===== src/rtl/jtkicker_scrom.sv =====
// Single-entry 32-bit word cache in front of a 16-bit SDRAM burst port.
// A miss fetches two beats (low half first) and fills the cache.
module jtkicker_scrom #(
  parameter int OFFSET_W = 22,
  parameter int AW       = 13
) (
  input  logic                clk,
  input  logic                rst,
  input  logic                clr,
  input  logic [OFFSET_W-1:0] offset,
  input  logic [AW-1:0]       addr,
  input  logic                addr_ok,
  output logic [31:0]         dout,
  output logic                data_ok,
  output logic [OFFSET_W-1:0] sdram_addr,
  output logic                sdram_req,
  input  logic                sdram_ack,
  input  logic                sdram_dst,
  input  logic [15:0]         sdram_data
);

  typedef enum logic [1:0] {
    S_IDLE,
    S_REQ,
    S_BEAT0,
    S_BEAT1
  } state_t;

  state_t        r_state;
  logic [AW-1:0] r_tag;
  logic [AW-1:0] r_pend;
  logic [31:0]   r_data;
  logic [15:0]   r_lo;
  logic          r_valid;
  logic          r_drop;

  logic                w_hit;
  logic [OFFSET_W-1:0] w_base;

  assign w_hit   = r_valid & (r_tag == addr);
  assign data_ok = addr_ok & w_hit;
  assign dout    = r_data;

  // Each 32-bit word spans two 16-bit SDRAM words
  assign w_base = offset + OFFSET_W'({addr, 1'b0});

  always_ff @(posedge clk) begin
    if (rst) begin
      r_state    <= S_IDLE;
      r_tag      <= '0;
      r_pend     <= '0;
      r_data     <= '0;
      r_lo       <= '0;
      r_valid    <= 1'b0;
      r_drop     <= 1'b0;
      sdram_req  <= 1'b0;
      sdram_addr <= '0;
    end else begin
      if (clr) r_valid <= 1'b0;
      unique case (r_state)
        S_IDLE: begin
          r_drop <= 1'b0;
          if (addr_ok && !w_hit) begin
            r_pend     <= addr;
            sdram_addr <= w_base;
            sdram_req  <= 1'b1;
            r_state    <= S_REQ;
          end
        end
        S_REQ: begin
          if (clr) r_drop <= 1'b1;
          if (sdram_ack) begin
            sdram_req <= 1'b0;
            r_state   <= S_BEAT0;
          end
        end
        S_BEAT0: begin
          if (clr) r_drop <= 1'b1;
          if (sdram_dst) begin
            r_lo    <= sdram_data;
            r_state <= S_BEAT1;
          end
        end
        S_BEAT1: begin
          if (clr) r_drop <= 1'b1;
          if (sdram_dst) begin
            r_data  <= {sdram_data, r_lo};
            r_tag   <= r_pend;
            // an invalidate seen anywhere in the burst wins
            r_valid <= !(r_drop || clr);
            r_state <= S_IDLE;
          end
        end
        default: r_state <= S_IDLE;
      endcase
    end
  end

endmodule


===== config.mk =====
export PLATFORM = sky130hd
export DESIGN_NAME = jtkicker_scrom
export DESIGN_NICKNAME = d
export VERILOG_FILES = /design/src/rtl/jtkicker_scrom.sv
export SDC_FILE = /design/constraint.sdc
export NUM_CORES = 1
export LEC_CHECK = 0
export CAP_MARGIN = 5
export CORE_UTILIZATION = 45
export CTS_CLUSTER_DIAMETER = 200
export CTS_CLUSTER_SIZE = 16
export DETAILED_ROUTE_END_ITERATION = 8
export HOLD_SLACK_MARGIN = 0.15
export PLACE_DENSITY = 0.8
export SLEW_MARGIN = 40
export SYNTH_ARGS = -nofsm -noshare
export SYNTH_HDL_FRONTEND = slang
export SYNTH_SLANG_ARGS = --single-unit

===== constraint.sdc =====
create_clock -name clk -period 2.8 [get_ports clk]
set_input_delay 0.56 -clock clk [delete_from_list [all_inputs] [get_ports clk]]
set_output_delay 0.56 -clock clk [all_outputs]
set_load 0.01 [all_outputs]

# Word-level counts from Yosys, hierarchy flattened
# Index checks and enable logic that the tools add are counted.
[totals]
ff_bits = 101
word_cells = 46
[op_classes]
n_eq_ne = 9
mux = 13
bitwise = 2
add_sub_neg = 1
reduce_logical = 12
[ops]
columns = ["cell", "n"]
rows = [
  ["$add A22 B14 Y22", 1],
  ["$eq A13 B13 Y1", 1],
  ["$mux W2", 4],
  ["$ne A2 B2 Y1 const B", 4],
  ["$pmux W2 S4", 1],
  ["$mux W1", 6],
  ["$reduce_and A2 Y1", 3],
  ["$eq A2 B2 Y1 const B", 2],
  ["$pmux W1 S2", 2],
  ["$reduce_and A4 Y1", 1],
  ["$reduce_and A3 Y1", 1],
  ["$reduce_or A3 Y1", 1],
  ["$and A1 B1 Y1", 2],
  ["$eq A2 B1 Y1 const B", 1],
  ["$logic_not A1 Y1", 2],
  ["$logic_not A2 Y1", 1],
  ["$ne A2 B1 Y1 const B", 1],
  ["$reduce_bool A2 Y1", 1],
  ["$logic_and A1 B1 Y1", 1],
  ["$logic_or A1 B1 Y1", 1],
]

# Longest topological paths before layout
[logic_depth]
ltp_word = 6
depth_mapped = 8
depth_no_buf = 8

# Worst setup path before layout
# OpenSTA, ideal clock, no wires.
[synth_timing]
kind = "in2reg"
startpoint = "in offset[1]"
endpoint = "reg sdram_addr[15]"
slack_ps = 189
required_ps = 2664
t_arrival_ps = 2475
path_buffers = 0
stages = 8
setup_ps = 136
cell_sequence = "ha_1 -> fa_1 -> a211oi_1 -> o211ai_1 -> a31oi_2 -> nor4bb_1 -> a311oi_1 -> a211oi_2"
[synth_via]
elab_chain_len = 1
[synth_rtl]
columns = ["element", "line_no", "text"]
rows = [
  ["start, declared", "10", "input logic [OFFSET_W-1:0] offset,"],
  ["$add A22 B14 Y22", "45", "assign w_base = offset + OFFSET_W'({addr, 1'b0});"],
  ["end signal, assigned", "65", "sdram_addr <= w_base;"],
  ["end, declared", "15", "output logic [OFFSET_W-1:0] sdram_addr,"],
]
# No other way between the ends.
# A chain may end at the register's enable or synchronous reset.

# Worst setup path in the final report
[layout_timing]
startpoint = "in addr[8]"
endpoint = "out data_ok"
[layout_via]
elab_chain_len = 3
[layout_rtl]
columns = ["element", "line_no", "text"]
rows = [
  ["start, declared", "11", "input logic [AW-1:0] addr,"],
  ["$eq A13 B13 Y1", "40", "assign w_hit = r_valid & (r_tag == addr);"],
  ["$and A1 B1 Y1", "40", ""],
  ["$and A1 B1 Y1", "41", "assign data_ok = addr_ok & w_hit;"],
  ["end, declared", "14", "output logic data_ok,"],
]
# No other way between the ends.

==> metrics.log <==
INFO  metric cts_root_buffer = sky130_fd_sc_hd__clkbuf_8
INFO  metric syn_inst = 553
INFO  metric setup_violations = 0
INFO  metric maxSlewViolCount = 0
INFO  metric timing.slew.headroom = 0.593
INFO  metric hp-class = flip-flop to flip-flop
INFO  metric adder_cell_share_of_the_synthesized_area = 0.0503
INFO  metric place_congestion = 0.868
INFO  metric post_synthesis_xor_xnor_area_fraction = 0.0530
INFO  metric num_antenna_cells = 0
INFO  metric post_synth.cell_area_avg = 8.36 um^2
INFO  metric vdd_ir_drop_max = 265 uV
INFO  metric synth_top_family_by_area = simple AND/OR/NAND/NOR gates
INFO  metric finalHoldViolCount = 0
INFO  metric cts-root-to-sink-buffers = 2
INFO  metric row_count = 36
INFO  metric drt-wirelength-per-cell = 14.8 um
INFO  metric antenna_found_initial = 0
INFO  metric finalCritPeriodShare = 0.976
INFO  metric drt_iter0_markers = 182
INFO  metric design.die.area = 10700 um^2
INFO  metric critical-path-slowest-cell = sky130_fd_sc_hd__clkdlybuf4s50_1
INFO  metric power.switching = 1.30 mW
INFO  metric dp_worst_setup_slack = -0.292 ns
INFO  metric drtAntennaViolNets = 0
INFO  metric grtUsageTotal = 0.233
INFO  metric ioPinCount = 113
INFO  metric grt_start_max_net_pins = 48
INFO  metric timing.critical_path.buf_inv = 2
INFO  metric globalRouteOverflowTotal = 0
INFO  metric placedCellCount = 803
INFO  metric post-layout-total-power = 3.91 mW
INFO  metric power.share.switching = 0.333
INFO  metric instances_no_fill = 819
INFO  metric seq_area_frac_synth = 0.437
INFO  metric grt_pass1_vias = 4151
INFO  metric status = complete, no violations
INFO  metric nFillCells = 811
INFO  metric area_delta_synth_final = 36.1%
INFO  metric timing.clock.skew = 0.0106 ns
INFO  metric tritoncts = done
INFO  metric synthMuxAreaShare = 0.0541
INFO  metric area_share_of_and_or_nand_nor_cells_after_synthesis = 0.202
INFO  metric clock_pin_slew_reported_for_the_worst_setup_and_hold_paths_after_clock_tree_synthesis = 0.10 ns
INFO  metric multi_input_area = 2460 um^2
INFO  metric htree_num_levels = 3
INFO  metric postRouteWirelength = 12.1 mm
INFO  metric pwr_dens = 621 nW/um^2
INFO  metric first_pass_grt_wire_length = 19.2 mm
INFO  metric maxClockFrequency = 366 MHz
INFO  metric synth.lib_cells_used.distinct = 49
INFO  metric critPathLaunchType = input port
INFO  metric clock_power_share = 0.238
INFO  metric synthesis.nets = 628
INFO  metric post_synth_instance_area = 4620 um^2
INFO  metric port_buffers = 112
INFO  metric internal-power = 2.60 mW
INFO  metric die_h = 103 um
INFO  metric crit_required = 2.24 ns
INFO  metric synth_compound_gate_area_share = 0.161
INFO  metric synth-main-ff-cell = sky130_fd_sc_hd__dfxtp_1
INFO  metric starting_density_of_the_core = 0.469
INFO  metric drive_gt1_frac = 0.108
INFO  metric max_cap_viol = 0
INFO  metric worst_slack = 0.0669 ns
INFO  metric power.sequential.fraction = 0.439
INFO  metric yosysWarnings = 0
INFO  metric period_minus_slack = 2.73 ns
INFO  metric die_width = 103 um
INFO  metric power.share.combinational = 0.323
INFO  metric number_of_vias_per_cell_after_detailed_routing = 5.21
INFO  metric synth-edff-count = 0
INFO  metric cts_made_buffers = 9
INFO  metric leakagePower = 2.32 nW
INFO  metric timing.critical_path.max_delay_family = buffers and inverters
INFO  metric drc_errors = 0
INFO  metric detailedPlacementHpwl = 8.76 mm
INFO  metric cp_data_arrival_time = 2.17 ns
INFO  metric detailroute.via_count = 4266
INFO  metric post_synthesis_sequential_element_count = 101
INFO  metric critical_path.max_stage_delay = 0.47 ns
INFO  metric area.sequential = 2020 um^2
INFO  metric grt_setup_unrepaired = no
INFO  metric asyncSetResetFlopFracSynth = 0
INFO  metric cts.sink_count = 101
INFO  metric type_of_element_capturing_the_critical_path = output port
INFO  metric series_of_cell_instances_along_the_critical_path = clkdlybuf4s50_1 -> xnor2_1 -> nand4_1 -> nor4_2 -> and2_1 -> dlygate4sd2_1
INFO  metric worst_pin_slew = 0.609 ns
INFO  metric clkLatencyLatePin = 0.38 ns
INFO  metric worstPathMaxFanout = 2
INFO  metric area_of_the_core = 9860 um^2
INFO  metric timing_worst_setup_path_type = input port to output port
INFO  metric final_net_count = 756
INFO  metric detailedRoute.firstPassIterationCount = 4
==> cell usage after synthesis, types with 5 or more instances <==
library cell	instances	area, um^2
sky130_fd_sc_hd__inv_1	6	22.5
sky130_fd_sc_hd__a21oi_1	69	345
sky130_fd_sc_hd__xor2_1	8	70.1
sky130_fd_sc_hd__dfxtp_1	101	2020
sky130_fd_sc_hd__a211oi_2	7	87.6
sky130_fd_sc_hd__mux2i_1	25	250
sky130_fd_sc_hd__ha_1	17	213
sky130_fd_sc_hd__clkbuf_1	24	90.1
sky130_fd_sc_hd__xnor2_1	20	175
sky130_fd_sc_hd__nor3_1	5	25.0
sky130_fd_sc_hd__o21ai_0	12	60.1
sky130_fd_sc_hd__nand4_1	9	56.3
sky130_fd_sc_hd__nand2_1	146	548
sky130_fd_sc_hd__nor2_1	44	165
sky130_fd_sc_hd__and2_1	5	31.3
==> sequential cells by signal (all words and copies together), names as in the netlist <==
| name | count |
|---|---|
| r_state | 2 |
| r_valid | 1 |
| dout | 32 |
| r_tag | 13 |
| sdram_addr | 22 |
| sdram_req | 1 |
| r_lo | 16 |
| r_drop | 1 |
| r_pend | 13 |
==> timing repair <==
| item | CTS | global route |
|---|---|---|
| pin swaps | 2 | 0 |
| setup buffers | 0 | 0 |
| resized for setup | 7 | 3 |
| hold buffers | 0 | 0 |
| gates cloned | 0 | 0 |
| setup endpoints to repair | 1 | 5 |
==> routing by layer <==
| layer | vias up | global-route usage | routed length (um) | share of wire |
|---|---|---|---|---|
| li1 | 2131 | - | - | - |
| met1 | 2005 | 0.285 | 5340 | 0.44 |
| met2 | 111 | 0.401 | 5870 | 0.48 |
| met3 | 19 | 0.0538 | 656 | 0.054 |
| met4 | 0 | 0.0834 | 241 | 0.020 |
| met5 | - | 0 | 0 | 0 |
==> worst register-to-register path, cell delays in order (launching register included) <==
cell and delay [ns]:
sky130_fd_sc_hd__dfxtp_1 0.34, sky130_fd_sc_hd__xnor2_1 0.26, sky130_fd_sc_hd__buf_4 0.16, sky130_fd_sc_hd__nand4_1 0.08, sky130_fd_sc_hd__or4_1 0.57, sky130_fd_sc_hd__and3_4 0.24
sky130_fd_sc_hd__buf_12 0.17, sky130_fd_sc_hd__mux2i_1 0.21, sky130_fd_sc_hd__nor2_1 0.07
==> final timing paths <==
| kind | from | end | slack, ns | cells after the start |
|---|---|---|---|---|
| worst max-delay path | addr[8] | data_ok | 0.07 | 6 |
| worst min register to register | r_pend[3] | r_tag[3] | 0.45 | 2 |
| worst min-delay path | r_pend[3] | r_tag[3] | 0.45 | 2 |
| worst max register to register | r_tag[1] | r_pend[0] | 0.58 | 8 |
==> metrics by stage <==
| stage | hold WS, ns | util | area [um^2] | setup TNS [ns] |
|---|---|---|---|---|
| final | 0.453 | 0.638 | 6290 | 0 |
| after global routing | 0.475 | 0.638 | 6290 | 0 |
| after CTS | 0.455 | 0.636 | 6270 | 0 |
| after detailed placement | 0.442 | 0.613 | 6040 | -3.35 |
| after global placement | 0.435 | 0.613 | 6040 | -2.39 |
| after floorplan | 0.431 | - | 4620 | 0 |
==> cell type report <==
cell class,instances,area share
timing repair buffer,148,0.226
clock buffer,9,0.0197
tap,133,0.0265
inverter,6,0.00358
sequential,101,0.321
clock inverter,7,0.0123
multi-input combinational,415,0.390
==> placed cells by master, fill, tap and decap left out, drive strengths merged, types with 2 or more instances in the layout <==
cell	n
nor2	44
dfxtp	101
and2	5
nor3	5
o211ai	3
a311oi	2
mux2i	25
o21bai	2
o21ai	12
xnor2	20
nand4	9
a211oi	10
a21o	4
a31oi	4
nand3b	2
a21oi	69
clkdlybuf4s50	108
xor2	8
ha	17
buf	37
clkinv	2
o22ai	4
nand2	146
inv	10
nand3	3
dlygate4sd2	3
and3	3
clkbuf	9
==> power groups by stage <==
stage | Clock, mW | Sequential [mW] | Combinational [mW]
floorplan | 0 | 1.77 | 0.752
global placement | 0 | 1.74 | 1.21
detailed placement | 0 | 1.75 | 1.25
CTS | 0.945 | 1.72 | 1.26
global route | 1.01 | 1.74 | 1.39
finish | 0.929 | 1.72 | 1.26
==> logic make-up (layout without fill, tap and decap cells) <==
| kind of cell | Yosys count | count (layout) |
|---|---|---|
| AND/OR/NAND/NOR | 225 | 225 |
| multiplexers | 25 | 25 |
| buffers and inverters | 37 | 170 |
| adder cells (fa/ha/maj) | 18 | 18 |
| AO/OA/AOI/OAI | 119 | 119 |
| XOR/XNOR | 28 | 28 |
| flip-flops | 101 | 101 |
Note: power is estimated with default switching activity, not from simulation.
==> RTL change 1: new RTL, same flow settings <==
Re-encode `state_t` (4 states) as one-hot, 4 bits wide.
--- a/src/rtl/jtkicker_scrom.sv
+++ b/src/rtl/jtkicker_scrom.sv
@@ -19,11 +19,11 @@
   input  logic [15:0]         sdram_data
 );
 
-  typedef enum logic [1:0] {
-    S_IDLE,
-    S_REQ,
-    S_BEAT0,
-    S_BEAT1
+  typedef enum logic [3:0] {
+    S_IDLE  = 4'b0001,
+    S_REQ   = 4'b0010,
+    S_BEAT0 = 4'b0100,
+    S_BEAT1 = 4'b1000
   } state_t;
 
   state_t        r_state;
Formal check against the unedited RTL: no difference found for any inputs over 10 cycles, from zero or initial values and one cycle with rst high; not proved beyond that.
==> RTL change 1 against the original RTL <==
- worst setup slack improved by 0.060 ns
- first-iteration DRC count grew 47%
- routed wire length increased by 3.5%
- final area grew 2.7%
- non-clock buffer count grew 12
- synthesized area up 1.1%
- sequential cell count up 2
- die area rose by 1.1%
- highest routed layer unchanged
Power is not compared: it rests on default switching activity, and its combinational part moved more than twofold at a synthesized area within 25%.
==> RTL change 1: results (changes against the original RTL) <==
- IO Port Bufs: 112 (unchanged)
- Non-filler cells, final: 866 (+5.7%)
- Average cell area after synthesis: 7.89 µm² (-5.6%)
- Crit path largest cell delay: 0.53 ns (+0.06 ns)
- Worst-skew pair later-pin latency: 0.36 ns (-0.02 ns)
- Lkg Pwr: 2.39 nW
- Cells taking the most area after synthesis: dfxtp_1, nand2_1, a21oi_1
- Cell family with most CP delay: buffers and inverters
- Post-synthesis sequential area ratio: 44.1% (+0.39 points)
- Worst slew pin tran: 0.698 ns (+0.0889 ns)
- Ys Warns: 0 (unchanged)
- Largest register FFs: 32 (unchanged)
- Initial DRT Pass Iterations: 5 (+1)
- Nets: 799 (+5.7%)
- Worst-path clk slew: 0.11 ns
- Status: finished clean
- Inst Count DP: 850 (+5.9%)
- Layout cell share with drive strength beyond 1: 11.6% (+0.81 points)
- Largest net degree at the start of global routing: 74 (+54%)
- Synth unique cells: 49 (unchanged)
- Total CTS buffers: 9 (unchanged)
- Total track usage: 23.0% (-0.27 points)
- Commonest cells post-synth: nand2_1, dfxtp_1, a21oi_1
- Via density: 5.34 (+2.5%)
- Worst Hold Class: reg -> reg
- Hpwl dp: 9.36 mm (+6.9%)
- Antenna diodes: 0 (unchanged)
- Max Clock Skew: 0.0112 ns (+0.000603 ns)
- Cell Area, Placed: 6220 µm² (+2.9%)
- Vias in the first global route: 4315 (+4.0%)
- Post-synth top area share: 44.1% (+0.39 points)
- DRT iter0 DRCs: 267 (+47%)
- CTS Root Cell: clkbuf_8
- Top FF cell, synth: dfxtp_1
- Htree depth: 3 (unchanged)
- CP max stage cell: clkdlybuf4s50_1
- GPL Wtd Cong: 0.857 (-1.3%)
- WL/cell: 14.5 µm (-2.1%)
- Mapped Nets: 663 (+5.6%)
- Critical path arrival: 2.11 ns (-0.06 ns)
- First-pass GRT wire length: 20.5 mm (+7.1%)
- CP max FO: 2 (unchanged)
- Antenna violations before repair: 0 (unchanged)
- Fillers: 845 (+4.2%)
## RTL change 1: cell count changes after synthesis, sizes merged, moves of 4 or more
cell    unedited run  this run
a21oi             69       102
clkbuf            24        28
ha                17        13
inv                6         1
mux2i             25         3
nand2            146       180
nand2b             1         6
nand3              3         7
nand3b             2         6
nor2              44        16
nor2b              1         6
o21ai             12         8
o22ai              4         0
xor2               8         3
## RTL change 1: what timing repair did
item,CTS,global route
pin swaps,6,0
gates resized for setup,21,2
hold buffers,0,0
setup endpoints to repair,4,3
setup buffers,0,0
## RTL change 1: where the power goes
part | internal, mW | switching [mW] | total [mW]
Combinational | 0.309 | 0.289 | 0.599
Sequential | 1.52 | 0.0322 | 1.55
Clock | 0.342 | 0.549 | 0.890
## RTL change 1: area by class of cell
| class | count | area (µm²) | share of cell area, % |
|---|---|---|---|
| multi-input combinational | 453 | 2550 | 39.4 |
| clock buffer | 9 | 124 | 1.92 |
| tap | 133 | 166 | 2.58 |
| inverter | 1 | 3.75 | 0.0581 |
| timing repair buffer | 160 | 1490 | 23.0 |
| sequential | 103 | 2060 | 31.9 |
| clock inverter | 7 | 67.6 | 1.05 |
## RTL change 1: metrics by stage
| step | total power [mW] | setup WS [ns] | hold WS (ns) | utilization (%) |
|---|---|---|---|---|
| floorplan | 1.86 | 0.282 | 0.432 | - |
| global placement | 2.16 | -0.407 | 0.436 | 62.7 |
| detailed placement | 2.18 | -0.489 | 0.443 | 62.7 |
| CTS | 3.06 | 0.0759 | 0.458 | 65.1 |
| global route | 3.17 | 0.0551 | 0.477 | 65.2 |
| finish | 3.04 | 0.127 | 0.452 | 65.2 |
## RTL change 1: worst paths after layout
path              cells after the start  slack, ns                          to                  start
setup / recovery                      7       0.13                     data_ok               addr[10]
hold / removal                        2       0.45       dout[11]$_SDFFE_PP0P_  r_lo[11]$_SDFFE_PP0P_
setup reg to reg                      9       0.61  sdram_addr[8]$_SDFFE_PP0P_  r_tag[3]$_SDFFE_PP0P_
hold reg to reg                       2       0.45       dout[11]$_SDFFE_PP0P_  r_lo[11]$_SDFFE_PP0P_
## RTL change 1: kinds of logic after synthesis
kind of cell | after synthesis | synth area share, %
AND/OR/NAND/NOR | 261 | 24.7
AO/OA/AOI/OAI | 153 | 19.5
flip-flops | 103 | 44.1
buffers and inverters | 36 | 3.05
XOR/XNOR | 22 | 4.12
adder cells (fa/ha/maj) | 14 | 3.91
multiplexers | 3 | 0.643
## RTL change 1: per-layer routing
layer / track usage (%) / routed length, µm
met4: 7.86 / 171
met2: 38.0 / 6140
met5: 0 / 0
met1: 31.1 / 5650
met3: 3.01 / 572
## RTL change 1: tightest hold or removal path: stages, from the launching register on
cell     delay (ns)
dfxtp_1        0.32
nand2_1        0.06
a21oi_1        0.05
==> RTL change 2: new RTL, same flow settings <==
Made on the original files. `OFFSET_W`: 22 -> 11.
--- a/src/rtl/jtkicker_scrom.sv
+++ b/src/rtl/jtkicker_scrom.sv
@@ -1,7 +1,7 @@
 // Single-entry 32-bit word cache in front of a 16-bit SDRAM burst port.
 // A miss fetches two beats (low half first) and fills the cache.
 module jtkicker_scrom #(
-  parameter int OFFSET_W = 22,
+  parameter int OFFSET_W = 11,
   parameter int AW       = 13
 ) (
   input  logic                clk,
Interface: changed (resized offset and sdram_addr); port bits go from 113 to 91. The function was not compared with the original's and may differ.
==> RTL change 2 against the original RTL <==
- sequential cell count down 11
- global-route usage down 2.0 points
- cell count down 18%
- via count down 19%
- routed wire length down 24%
- synthesized area down 15%
- final area down 17%
- worst setup slack better by 0.013 ns
- power down 17%
- die area down 15%
- synthesized cell count down 17%
- utilization down 0.93 points
- critical endpoint unchanged
- largest cell class unchanged
==> RTL change 2: results (changes against the original RTL) <==
- Mapped Nets: 520 (-17%)
- Max Clock Skew: 0.0104 ns (-0.000148 ns)
- Commonest cells post-synth: nand2_1, dfxtp_1, a21oi_1
- Antenna diodes: 0 (unchanged)
- Synth unique cells: 47 (-4.1%)
- GPL Wtd Cong: 0.796 (-8.3%)
- Critical path arrival: 2.16 ns
- First-pass GRT wire length: 14.9 mm (-22%)
- DRT iter0 DRCs: 110 (-40%)
- Hpwl dp: 6.72 mm (-23%)
- Maximum vdd drop: 390 µV (+47%)
- Max Slew Vio Count: 0 (unchanged)
- Lkg Pwr: 1.94 nW (-16%)
- Post-synth ARST share: 0% (unchanged)
- Slew margin rel.: 58.9% (-0.37 points)
- Worst-path clk slew: 0.10 ns (about the same)
- Htree depth: 3 (unchanged)
- Post-synthesis sequential area ratio: 45.8% (+2.0 points)
- Final wirelength: 9.25 mm (-24%)
- Cell Area, Placed: 5040 µm² (-17%)
- Total track usage: 21.3% (-2.0 points)
- Status: finished clean
- Sw Pwr: 1.04 mW (-20%)
- CP max FO: 2 (unchanged)
- Vias in the first global route: 3202 (-23%)
- Dpl ws: -0.308 ns (-0.0156 ns)
- Largest register FFs: 32 (unchanged)
- CTS Root Cell: clkbuf_8
- Worst-skew pair later-pin latency: 0.36 ns (-0.02 ns)
- IO Port Bufs: 90 (-20%)
- Via count: 3439 (-19%)
- Initial DRT Pass Iterations: 4 (unchanged)
- Antenna violations before repair: 0 (unchanged)
- Nets: 620 (-18%)
- Cells taking the most area after synthesis: dfxtp_1, nand2_1, a21oi_1
- Final Hold Viols: 0 (unchanged)
- Worst Hold Class: reg -> reg
- Total CTS buffers: 9 (unchanged)
- Maximum root-to-sink buffer count: 2 (unchanged)
- Ys Warns: 0 (unchanged)
- Largest net degree at the start of global routing: 40 (-17%)
- Layout cell share with drive strength beyond 1: 10.4% (-0.34 points)
-- RTL change 2: cell types whose count changed after synthesis, sizes merged, moves of 6 or more --
| cell | change |
|---|---|
| nand2b | +6 |
| nand2 | -18 |
| xor2 | +6 |
| dfxtp | -11 |
| nor2 | -18 |
| xnor2 | -17 |
| mux2i | -8 |
| nand4 | -8 |
| o21ai | -8 |
-- RTL change 2: final cells by class --
| cell class | instances | area, µm² |
|---|---|---|
| Sequential cell | 90 | 1800 |
| Tap cell | 105 | 131 |
| Multi-Input combinational cell | 337 | 1990 |
| Inverter | 7 | 26.3 |
| Clock inverter | 7 | 72.6 |
| Timing Repair Buffer | 115 | 1090 |
| Fill cell | 725 | 3100 |
| Clock buffer | 9 | 124 |
-- RTL change 2: per-layer routing --
metal,wire [µm],GRT usage (%),vias to the layer above
met5,0,0,-
met4,185,7.84,0
met3,503,5.26,15
met2,4370,33.9,78
met1,4190,27.8,1593
li1,-,-,1753
-- RTL change 2: final timing paths --
kind	startpoint	endpoint	slack, ns	depth (start not counted)
worst min register to register	r_pend[3]$_SDFFE_PP0P_	r_tag[3]$_SDFFE_PP0P_	0.45	2
worst min-delay path	r_pend[3]$_SDFFE_PP0P_	r_tag[3]$_SDFFE_PP0P_	0.45	2
worst max register to register	r_tag[0]$_SDFFE_PP0P_	r_pend[7]$_SDFFE_PP0P_	0.98	7
worst max-delay path	addr[3]	data_ok	0.08	6
-- RTL change 2: per-stage QoR --
stage	instances	hold WS (ns)	power (mW)	setup TNS, ns	utilization [%]
floorplan	460	0.431	2.07	0	-
global route	670	0.460	3.41	0	62.8
global placement	653	0.435	2.35	-0.255	60.4
finish	670	0.448	3.23	0	62.8
detailed placement	653	0.445	2.38	-0.308	60.4
CTS	670	0.448	3.25	0	62.8
-- RTL change 2: cells by family after synthesis --
logic type | after synthesis | share of synthesized area (%)
compound gates | 96 | 15.1
xor+xnor | 17 | 3.78
fa+ha+maj | 14 | 4.64
buf+inv | 33 | 3.72
flops | 90 | 45.8
mux | 17 | 4.32
simple gates | 193 | 22.7
-- RTL change 2: repair_timing --
action	in CTS	in global routing
buffers inserted	1	0
pin swaps	2	1
resized for setup	2	0
setup endpoints to repair	1	1
-- RTL change 2: power groups by stage --
| stage | Clock, mW | Sequential (mW) | Combinational, mW |
|---|---|---|---|
| after CTS | 0.885 | 1.48 | 0.885 |
| after detailed placement | 0 | 1.51 | 0.876 |
| after global routing | 0.947 | 1.49 | 0.976 |
| after global placement | 0 | 1.50 | 0.851 |
| final | 0.870 | 1.48 | 0.882 |
| after floorplan | 0 | 1.52 | 0.553 |
-- RTL change 2: critical path, stage by stage --
cell	delay [ns]
clkdlybuf4s50_1	0.43
xor2_1	0.20
nor4_4	0.36
nand4_1	0.15
nor2_2	0.17
dlygate4sd2_1	0.29
